File: src/rtl/sram_mem_controller.sv
// ---------------------------------------------------------------------------
// sram_mem_controller
//
// Purpose:
//   MEM-stage bridge between the 32-bit pipeline and a 16-bit single-port
//   SRAM. A load or store is split into a low-halfword access followed by a
//   high-halfword access. Each access is held for ACCESS_CYCLES cycles. While
//   a request is outstanding, `ready` is low and the datapath uses it as the
//   pipeline freeze.
//
// Parameters:
//   ACCESS_CYCLES  cycles each 16-bit access is held (>= 1)
//   BASE_ADDR      byte address that maps to SRAM word 0
//
// Ports:
//   clk            rising-edge clock
//   reset          asynchronous, active-high reset
//   rd_en          load request, held until ready = 1
//   wr_en          store request, held until ready = 1 (wins over rd_en)
//   address        byte address of the request
//   write_data     store data
//   read_data      data of the last completed load
//   ready          0 = freeze the pipeline
//   sram_addr      SRAM halfword address
//   sram_we_n      SRAM write enable, active-low
//   sram_dq_out    data driven towards the SRAM
//   sram_dq_oe     drive enable for sram_dq_out
//   sram_dq_in     data returned by the SRAM
// ---------------------------------------------------------------------------
module sram_mem_controller #(
    parameter int          ACCESS_CYCLES = 2,
    parameter logic [31:0] BASE_ADDR     = 32'd1024
) (
    input  logic        clk,
    input  logic        reset,
    input  logic        rd_en,
    input  logic        wr_en,
    input  logic [31:0] address,
    input  logic [31:0] write_data,
    output logic [31:0] read_data,
    output logic        ready,
    output logic [17:0] sram_addr,
    output logic        sram_we_n,
    output logic [15:0] sram_dq_out,
    output logic        sram_dq_oe,
    input  logic [15:0] sram_dq_in
);

    typedef enum logic [1:0] {
        S_IDLE,
        S_LOW,
        S_HIGH,
        S_DONE
    } state_t;

    // The counter only has to reach ACCESS_CYCLES-1 before the phase ends.
    localparam int CNT_W = (ACCESS_CYCLES > 1) ? $clog2(ACCESS_CYCLES) : 1;
    localparam logic [CNT_W-1:0] CNT_LAST = CNT_W'(ACCESS_CYCLES - 1);

    state_t          r_state;
    state_t          w_state_next;
    logic [CNT_W-1:0] r_cnt;
    logic            r_is_wr;
    logic [31:0]     r_hold;
    logic [31:0]     r_read_data;

    logic [31:0]     w_off;
    logic [16:0]     w_word;
    logic            w_req;
    logic            w_phase_last;
    logic            w_unused_off_bits;

    // Address translation. The offset wraps silently. The two byte-lane bits
    // are dropped, which forces every access onto a word boundary. Offset
    // bits above the SRAM's range are also dropped.
    assign w_off             = address - BASE_ADDR;
    assign w_word            = w_off[18:2];
    assign w_unused_off_bits = ^{w_off[31:19], w_off[1:0]};

    assign w_req        = rd_en | wr_en;
    assign w_phase_last = (r_cnt == CNT_LAST);

    // A request is frozen from the idle cycle where it first appears through
    // the last high-half cycle. The pipeline is released only in DONE.
    assign ready     = ~w_req | (r_state == S_DONE);
    assign read_data = r_read_data;

    // ---------------------------------------------------------------------
    // Next-state and SRAM pin decode
    // ---------------------------------------------------------------------
    always_comb begin
        w_state_next = r_state;
        sram_addr    = '0;
        sram_we_n    = 1'b1;
        sram_dq_out  = '0;
        sram_dq_oe   = 1'b0;

        case (r_state)
            S_IDLE: begin
                if (w_req) begin
                    w_state_next = S_LOW;
                end
            end

            S_LOW: begin
                sram_addr = {w_word, 1'b0};
                if (r_is_wr) begin
                    sram_we_n   = 1'b0;
                    sram_dq_oe  = 1'b1;
                    sram_dq_out = write_data[15:0];
                end
                if (w_phase_last) begin
                    w_state_next = S_HIGH;
                end
            end

            S_HIGH: begin
                sram_addr = {w_word, 1'b1};
                if (r_is_wr) begin
                    sram_we_n   = 1'b0;
                    sram_dq_oe  = 1'b1;
                    sram_dq_out = write_data[31:16];
                end
                if (w_phase_last) begin
                    w_state_next = S_DONE;
                end
            end

            S_DONE: begin
                w_state_next = S_IDLE;
            end

            default: begin
                w_state_next = S_IDLE;
            end
        endcase
    end

    // ---------------------------------------------------------------------
    // State, phase counter, request type and load data
    // ---------------------------------------------------------------------
    always_ff @(posedge clk or posedge reset) begin
        if (reset) begin
            r_state     <= S_IDLE;
            r_cnt       <= '0;
            r_is_wr     <= 1'b0;
            r_hold      <= '0;
            r_read_data <= '0;
        end else begin
            r_state <= w_state_next;

            // The counter restarts on every state change, so each phase
            // starts counting from zero.
            if (w_state_next != r_state) begin
                r_cnt <= '0;
            end else if (r_state == S_LOW || r_state == S_HIGH) begin
                r_cnt <= r_cnt + CNT_W'(1);
            end

            // Capture the request type once. Later changes on the enables
            // are ignored until the request returns to IDLE.
            if (r_state == S_IDLE && w_req) begin
                r_is_wr <= wr_en;
            end

            // For reads, the SRAM data is sampled on the last cycle of each
            // phase. The high half arrives on the same edge that enters DONE,
            // so read_data uses the incoming half directly.
            if (!r_is_wr && w_phase_last) begin
                if (r_state == S_LOW) begin
                    r_hold[15:0] <= sram_dq_in;
                end else if (r_state == S_HIGH) begin
                    r_hold[31:16] <= sram_dq_in;
                    r_read_data   <= {sram_dq_in, r_hold[15:0]};
                end
            end
        end
    end

endmodule

File: config.mk
export PLATFORM = sky130hd
export DESIGN_NAME = sram_mem_controller
export DESIGN_NICKNAME = d
export VERILOG_FILES = /design/src/rtl/sram_mem_controller.sv
export SDC_FILE = /design/constraint.sdc
export NUM_CORES = 1
export LEC_CHECK = 0
export BUFFER_PORTS_ARGS = -buffer_cell sky130_fd_sc_hd__buf_2
export CORE_ASPECT_RATIO = 0.9
export CORE_MARGIN = 1
export CORE_UTILIZATION = 39
export DETAILED_ROUTE_END_ITERATION = 12
export HOLD_SLACK_MARGIN = 0.08
export PLACE_DENSITY_LB_ADDON = 0.3
export SLEW_MARGIN = 30
export SYNTH_ARGS = -nofsm -noshare
export SYNTH_HDL_FRONTEND = slang
export SYNTH_SLANG_ARGS = --single-unit
File: constraint.sdc
create_clock -name clk -period 1.7 [get_ports clk]
set_input_delay 0 -clock clk [delete_from_list [all_inputs] [get_ports clk]]
set_output_delay 0 -clock clk [all_outputs]
set_load 0.1 [all_outputs]
==> results of run 1 <==
==> synth_stat cells (3+ instances only) <==
master,n
nand2_1,5
o21ai_0,3
or3_1,3
a22oi_1,16
inv_1,6
nor3b_1,3
and2_1,8
mux2_2,48
o31ai_1,3
ha_1,7
buf_2,4
clkbuf_1,5
nor2_1,25
a21oi_1,8
dfrtp_1,52
==> through the flow <==
stage            TNS, ns    util
2_1_floorplan  -0.008720       -
3_3_place_gp           0  0.6747
3_5_place_dp           0  0.6747
4_1_cts          -0.3668  0.7426
5_1_grt           -2.038  0.7729
6_report         -0.2011  0.7729
==> per-layer routing <==
layer | wire length (um) | up-vias | GRT usage
met5 | 0 | - | 0
met4 | 108 | 0 | 0.03770
li1 | - | 1123 | -
met1 | 3080 | 1170 | 0.2585
met3 | 302 | 10 | 0.03846
met2 | 4003 | 77 | 0.3630
==> repair_timing <==
action	CTS	global route
endpoints found under the setup margin	34	39
endpoints found under the hold margin	57	0
hold buffers	20	0
gates cloned	0	3
resized for setup	13	29
pin swaps	3	15
buffers inserted	4	3
==> kinds of logic after synthesis <==
kind of cell	synth area share
simple gates	0.1110
buf+inv	0.02553
xor+xnor	0.006874
flops	0.5106
fa+ha+maj	0.03436
mux	0.2121
compound gates	0.09966
==> worst min-delay path: stages <==
cell	delay, ns
dlygate4sd3_1	0.54
buf_2	0.12
inv_2	0.37
==> final cells by class <==
cell class	count	area, sq um	share of cell area
well taps	87	108.9	0.02266
clock inverters	3	46.29	0.009635
clock buffers	5	68.82	0.01432
inverters	6	28.78	0.005990
flip-flops and latches	52	1304	0.2714
multi-input cells	150	1605	0.3341
repair buffers	173	1643	0.3419
==> final timing paths <==
path / depth (start not counted) / startpoint / endpoint
worst min-delay path: 3 / reset / read_data[9]
worst max-delay path: 6 / r_state[1] / sram_addr[17]
worst max register to register: 6 / r_state[0] / r_cnt
max in group asynchronous: 4 / reset / r_state[1]
min in group clk: 3 / address[2] / sram_addr[1]
worst min register to register: 1 / read_data[10] / read_data[10]
==> sequential cells by signal (all words and copies together) (netlist names) <==
register,flops
r_state,2
r_hold,16
r_is_wr,1
read_data,32
r_cnt,1
==> impl_metrics.toml, run 1 <==
[sta]
grt_setup_unrepaired = "true"
setup_ws_ns = -0.03254
timing.hold.ws_ns = 0.2765
setup_viol = 11
period_needed_ns = 1.733
finalClockSkew_ns = 0.007312
tightestPinTransition_ns = 0.5107
fmax_mhz = 577.2
finalMaxSlewViolations = 0
hold_viol = 0
post-route-period-util = 1.019
maxSlewHeadroom = 0.6590

[setup_path]
path_delay_family = "flip-flops"
critical_path_class = "reg2out"
critPathLaunchType = "register"
arrival_ns = 1.73
required_ns = 1.70
cp-end-kind = "output pin"
crit_buf_inv = 3
path_common_cell = "buf_12"
r2r_slack_ns = 0.03
critPathMaxStageDelay_ns = 0.44
path_cells = "inv_4 > ha_4 > o21ai_4 > buf_12 > a21oi_4 > buf_12"
path_max_fanout = 9
cp_slowest_cell = "dfrtp_2"

[clocking]
tritoncts = "yes"
path_clk_slew_ns = 0.09
cts_root_buf = "clkbuf_8"
clkLatencyLatePin_ns = 0.30
cts_sinks = 52
cts_buffer_depth = 2
cts_made_buffers = 5
h-tree-depth = 2

[logic_synthesis]
syn_nets = 307
ys_types = 32
synth-warning-count = 0
synth-edff-count = 0
synth_ff_type = "dfrtp_1"
async_reset_ff_frac = 1.000
syn_inst = 216
synth_area_leader_cell = "dfrtp_1"
synthTopCellsByArea = "dfrtp_1, mux2_2, a22oi_1"
syn_area_sq_um = 2549
syn_avg_cell_area_sq_um = 11.80
synthDominantCellAreaShare = 0.5106
ys_seq_elements = 52
ys_seq_area_frac = 0.5106

[placement]
post-dp-hpwl_um = 4997
post-place-ws_ns = 0.04605
portBuffers = 137
dpl_cell_area_sq_um = 4194
dp_cells = 438
gp_congestion = 0.8096

[final_layout]
n_fill_cell = 403
final_area_sq_um = 4805
final_common_cell = "buf_2"
syn2layout_area_growth_pct = 88.51
nets = 479
antenna_cells = 0
layout_common_cells = "buf_2, dfrtp_1, mux2_2"
drive_gt1_frac = 0.7172
fin_cells = 476

[drt]
via_count = 2380
avgViaCountPerCell = 5.000
wl_per_cell_um = 15.74
first_iter_violations = 58
totalWireLength_um = 7494
drt-pass1-iter-count = 5
drc_errors = 0
ant_nets = 0

[global_routing]
first_global_vias = 2333
gr-usage-all-layers = 0.2035
overflow = 0
grt_max_degree = 33
grt_pass1_wl_um = 11040
antenna_found_initial = 0

[floorplanning]
die_w_um = 87.21
row_count = 27
dieArea_sq_um = 6863
die_h_um = 78.69
coreArea_sq_um = 6216
ioPinCount = 153
initial_core_util = 0.4100

[status]
violations = "negative setup slack"
run_status = "finished with violations"

[run]
drv_cap = 0

[worst_hold_path]
hp-class = "in2async"
Power of run 1 is left out: the tool's default activity adds up to more than one toggle a clock period on the data nets, which glitch-free logic cannot reach.
==> inputs of run 2 (changes only) <==
--- a/config.mk
+++ b/config.mk
@@ -7,7 +7,7 @@
 export LEC_CHECK = 0
 export BUFFER_PORTS_ARGS = -buffer_cell sky130_fd_sc_hd__buf_2
 export CORE_ASPECT_RATIO = 0.9
-export CORE_MARGIN = 1
+export CORE_MARGIN = 2
 export CORE_UTILIZATION = 39
 export DETAILED_ROUTE_END_ITERATION = 12
 export HOLD_SLACK_MARGIN = 0.08
==> run 2 against run 1 <==
Compared with the run above:
- the run still ends with negative setup slack left
- via count is essentially flat
- register-to-register slack got worse by 0.02 ns
- critical path depth is the same
- routed wire length increased by 5.6%
- critical path type unchanged
- critical endpoint is now sram_addr[7]
==> impl_metrics.toml, run 2 (same netlist as run 1, synthesis figures left out) <==
[sta]
setup_viol = 30
hold_viol = 0
setup_ws_ns = -0.1110
finalClockSkew_ns = 0.006714
tns_ns = -2.137
tightestPinTransition_ns = 0.5120
fmax_mhz = 552.2
timing.hold.ws_ns = 0.2806
grt_setup_unrepaired = "true"
period_needed_ns = 1.811
post-route-period-util = 1.065
maxSlewHeadroom = 0.6581
finalMaxSlewViolations = 0

[drt]
drt-pass1-iter-count = 4
drc_errors = 0
wl_per_cell_um = 16.55
avgViaCountPerCell = 4.977
first_iter_violations = 78
totalWireLength_um = 7913
via_count = 2379
ant_nets = 0

[setup_path]
critical_path_class = "reg2out"
rr_startpoint = "r_state[0]"
critPathLaunchType = "register"
cp-startpoint = "r_state[0]"
arrival_ns = 1.81
required_ns = 1.70
r2r_slack_ns = 0.01
reg2regPathDepth = 5
crit_end = "sram_addr[7]"
path_max_fanout = 10
cp-end-kind = "output pin"
r2r-end = "r_cnt"

[final_layout]
syn2layout_area_growth_pct = 89.69
drive_gt1_frac = 0.7084
fin_util = 0.7778
largest_reg_flops = 32
antenna_cells = 0
final_common_cell = "buf_2"
multi_input_area_sq_um = 1594
register_area_sq_um = 1304
layout_common_cells = "buf_2, dfrtp_1, mux2_2"
nets = 481
n_fill_cell = 379

[status]
violations = "negative setup slack"
run_status = "finished with violations"

[clocking]
path_clk_slew_ns = 0.10
cts_root_buf = "clkbuf_8"
cts_buffer_depth = 2
h-tree-depth = 2
clkLatencyLatePin_ns = 0.30
tritoncts = "yes"
cts_sinks = 52
cts_made_buffers = 5

[floorplanning]
row_count = 27
initial_core_util = 0.4100
die_w_um = 89.21
coreArea_sq_um = 6216
die_h_um = 80.69
dieArea_sq_um = 7198
ioPinCount = 153

[global_routing]
grt_pass1_wl_um = 12070
antenna_found_initial = 0
first_global_vias = 2490
grt_max_degree = 33
overflow = 0
gr-usage-all-layers = 0.2173

[placement]
gp_congestion = 0.7567
portBuffers = 137
post-dp-hpwl_um = 5181

[worst_hold_path]
hp-class = "in2async"

[run]
drv_cap = 0
[run 2: area by class of cell]
cell class / instances / share of cell area
clock inverter: 3 / 0.009834
inverter: 6 / 0.005952
multi-input combinational: 150 / 0.3297
sequential: 52 / 0.2697
clock buffer: 5 / 0.01423
timing repair buffer: 175 / 0.3481
tap: 87 / 0.02252
[run 2: per-layer routing]
| layer | part of all wire | wire length [um] | GRT usage | vias up |
|---|---|---|---|---|
| li1 | - | - | - | 1126 |
| met1 | 0.39 | 3062 | 0.2627 | 1185 |
| met4 | 0.0030 | 24 | 0.04925 | 0 |
| met2 | 0.56 | 4447 | 0.3919 | 66 |
| met3 | 0.048 | 378 | 0.04625 | 2 |
| met5 | 0 | 0 | 0 | - |
[run 2: how the worst min path moves through the flow]
stage / endpoint / cells past startpoint / slack, ns
finish: read_data[5] / 3 / 0.28
global route: r_cnt / 3 / 0.34
CTS: read_data[5] / 3 / 0.30
detailed placement: read_data[9] / 2 / 0.08
global placement: read_data[9] / 2 / 0.06
floorplan: sram_addr[9] / 1 / 0.10
[run 2: critical path, stage by stage (launching register included)]
cell and delay, ns:
dfrtp_1 0.41, buf_4 0.16, ha_4 0.18, buf_12 0.15, o21a_4 0.22, and2_2 0.21
buf_12 0.16
[run 2: stage by stage]
stage,worst slack (ns),cells,cell area (sq um)
after floorplan,-0.001090,216,2868
after global placement,0.07172,441,4217
after detailed placement,0.03766,441,4217
after CTS,-0.1144,478,4767
after global routing,-0.1614,478,4835
final,-0.1110,478,4835
[run 2: repair_timing]
item                                    CTS  global route
hold endpoints to repair                 58             0
gates cloned                              4             0
hold buffers                             20             0
setup buffers                             5             0
endpoints found under the setup margin   35            68
pin swaps                                14             9
gates resized for setup                  22            18
Power of run 2 is left out for the same reason.
==> inputs of run 3 (changes only) <==
--- a/config.mk
+++ b/config.mk
@@ -12,6 +12,7 @@
 export DETAILED_ROUTE_END_ITERATION = 12
 export HOLD_SLACK_MARGIN = 0.08
 export PLACE_DENSITY_LB_ADDON = 0.3
+export REMOVE_ABC_BUFFERS = 1
 export SLEW_MARGIN = 30
 export SYNTH_ARGS = -nofsm -noshare
 export SYNTH_HDL_FRONTEND = slang
==> run 3 against run 2 <==
Compared with the run above:
- the run still ends with negative setup slack left
- flip-flop and latch count unchanged
- routed wire length up 4.7%
- clock skew up 0.0043 ns
- final area down 0.65%
- global-route usage down 1.9 points
- critical endpoint is now sram_dq_out[7]
- highest routed layer unchanged
==> impl_metrics.toml, run 3 (same netlist as run 1, synthesis figures left out) <==
[final_layout]
n_fill_cell = 399
drive_gt1_frac = 0.6851
antenna_cells = 0
fin_util = 0.7727
layout_common_cells = "buf_2, dfrtp_1, mux2_2"
syn2layout_area_growth_pct = 88.46
final_common_cell = "buf_2"
nets = 487
largest_reg_flops = 32

[setup_path]
required_ns = 1.70
path_delay_family = "buffers and inverters"
cp-end-kind = "output pin"
cp_slowest_cell = "dfrtp_1"
reg2regPathDepth = 6
path_max_fanout = 10
crit_buf_inv = 3
rr_startpoint = "r_state[1]"
critPathLaunchType = "register"
critPathMaxStageDelay_ns = 0.43
arrival_ns = 1.85
r2r-end = "r_cnt"
critical_path_class = "reg2out"
cp-startpoint = "r_state[1]"
path_cells = "buf_4 > ha_4 > buf_6 > a22oi_1 > nor2_4 > buf_12"
r2r_slack_ns = 0.01

[sta]
period_needed_ns = 1.846
tns_ns = -1.753
finalMaxSlewViolations = 0
setup_ws_ns = -0.1456
tightestPinTransition_ns = 0.5039
setup_viol = 28
timing.hold.ws_ns = 0.3097
finalClockSkew_ns = 0.01097
grt_setup_unrepaired = "true"
hold_viol = 0
post-route-period-util = 1.086
fmax_mhz = 541.8
maxSlewHeadroom = 0.6664

[clocking]
cts_root_buf = "clkbuf_8"
cts_made_buffers = 5
clkLatencyLatePin_ns = 0.30
tritoncts = "yes"
cts_buffer_depth = 2
path_clk_slew_ns = 0.10
cts_sinks = 52
h-tree-depth = 2

[drt]
ant_nets = 0
totalWireLength_um = 8281
drc_errors = 0
via_count = 2444
wl_per_cell_um = 17.11
first_iter_violations = 55
avgViaCountPerCell = 5.050
drt-pass1-iter-count = 6

[floorplanning]
coreArea_sq_um = 6216
die_h_um = 80.69
dieArea_sq_um = 7198
ioPinCount = 153
row_count = 27
initial_core_util = 0.4100
die_w_um = 89.21

[placement]
post-place-ws_ns = -0.01752
gp_congestion = 0.8290
post-dp-hpwl_um = 5179
portBuffers = 137

[global_routing]
grt_pass1_wl_um = 11080
antenna_found_initial = 0
gr-usage-all-layers = 0.1987
first_global_vias = 2451
overflow = 0
grt_max_degree = 33

[run]
drv_cap = 0

[worst_hold_path]
hp-class = "in2async"

[status]
run_status = "finished with violations"
violations = "negative setup slack"
run 3: cell types whose count changed in the layout (fill, tap and decap cells not counted), moves of 3 or more:
cell       change
a22oi_1        +6
a22oi_2        -6
buf_4          +5
clkbuf_16      +3
run 3: how the worst max path moves through the flow:
stage,to,cells past startpoint
detailed placement,r_cnt,6
CTS,sram_addr[1],6
floorplan,sram_dq_out[0],4
global route,sram_dq_out[1],6
finish,sram_dq_out[7],6
global placement,sram_addr[6],6
run 3: layout make-up:
class	instances	area, sq um	area share
repair buffers	183	1760	0.3665
clock inverters	2	13.76	0.002865
flip-flops and latches	52	1301	0.2709
multi-input cells	148	1511	0.3147
clock buffers	6	82.58	0.01719
inverters	6	25.02	0.005210
well taps	87	108.9	0.02266
run 3: layer usage:
layer / wire [um] / part of all wire / GRT usage / vias to the layer above
li1: - / - / - / 1139
met1: 3264 / 0.39 / 0.2330 / 1190
met2: 4378 / 0.53 / 0.3570 / 100
met3: 483 / 0.058 / 0.05755 / 15
met4: 155 / 0.019 / 0.04179 / 0
met5: 0 / 0 / 0 / -
run 3: through the flow:
| stage | area, sq um | instances |
|---|---|---|
| after floorplan | 2506 | 206 |
| after global placement | 3964 | 445 |
| after detailed placement | 3964 | 445 |
| after CTS | 4408 | 475 |
| after global routing | 4803 | 484 |
| final | 4803 | 484 |
run 3: what timing repair did:
item                                    4_1_cts  5_1_grt
buffers inserted                              2        4
hold endpoints to repair                     86        0
gates cloned                                  0        5
pin swaps                                     2       14
endpoints found under the setup margin       35       36
gates resized for setup                      40       52
hold buffers                                 20        0
run 3: tightest hold or removal path, cell delays in order:
cell and delay, ns:
dlygate4sd3_1 0.54, buf_2 0.13, inv_2 0.05, buf_4 0.28
Power of run 3 is left out for the same reason.
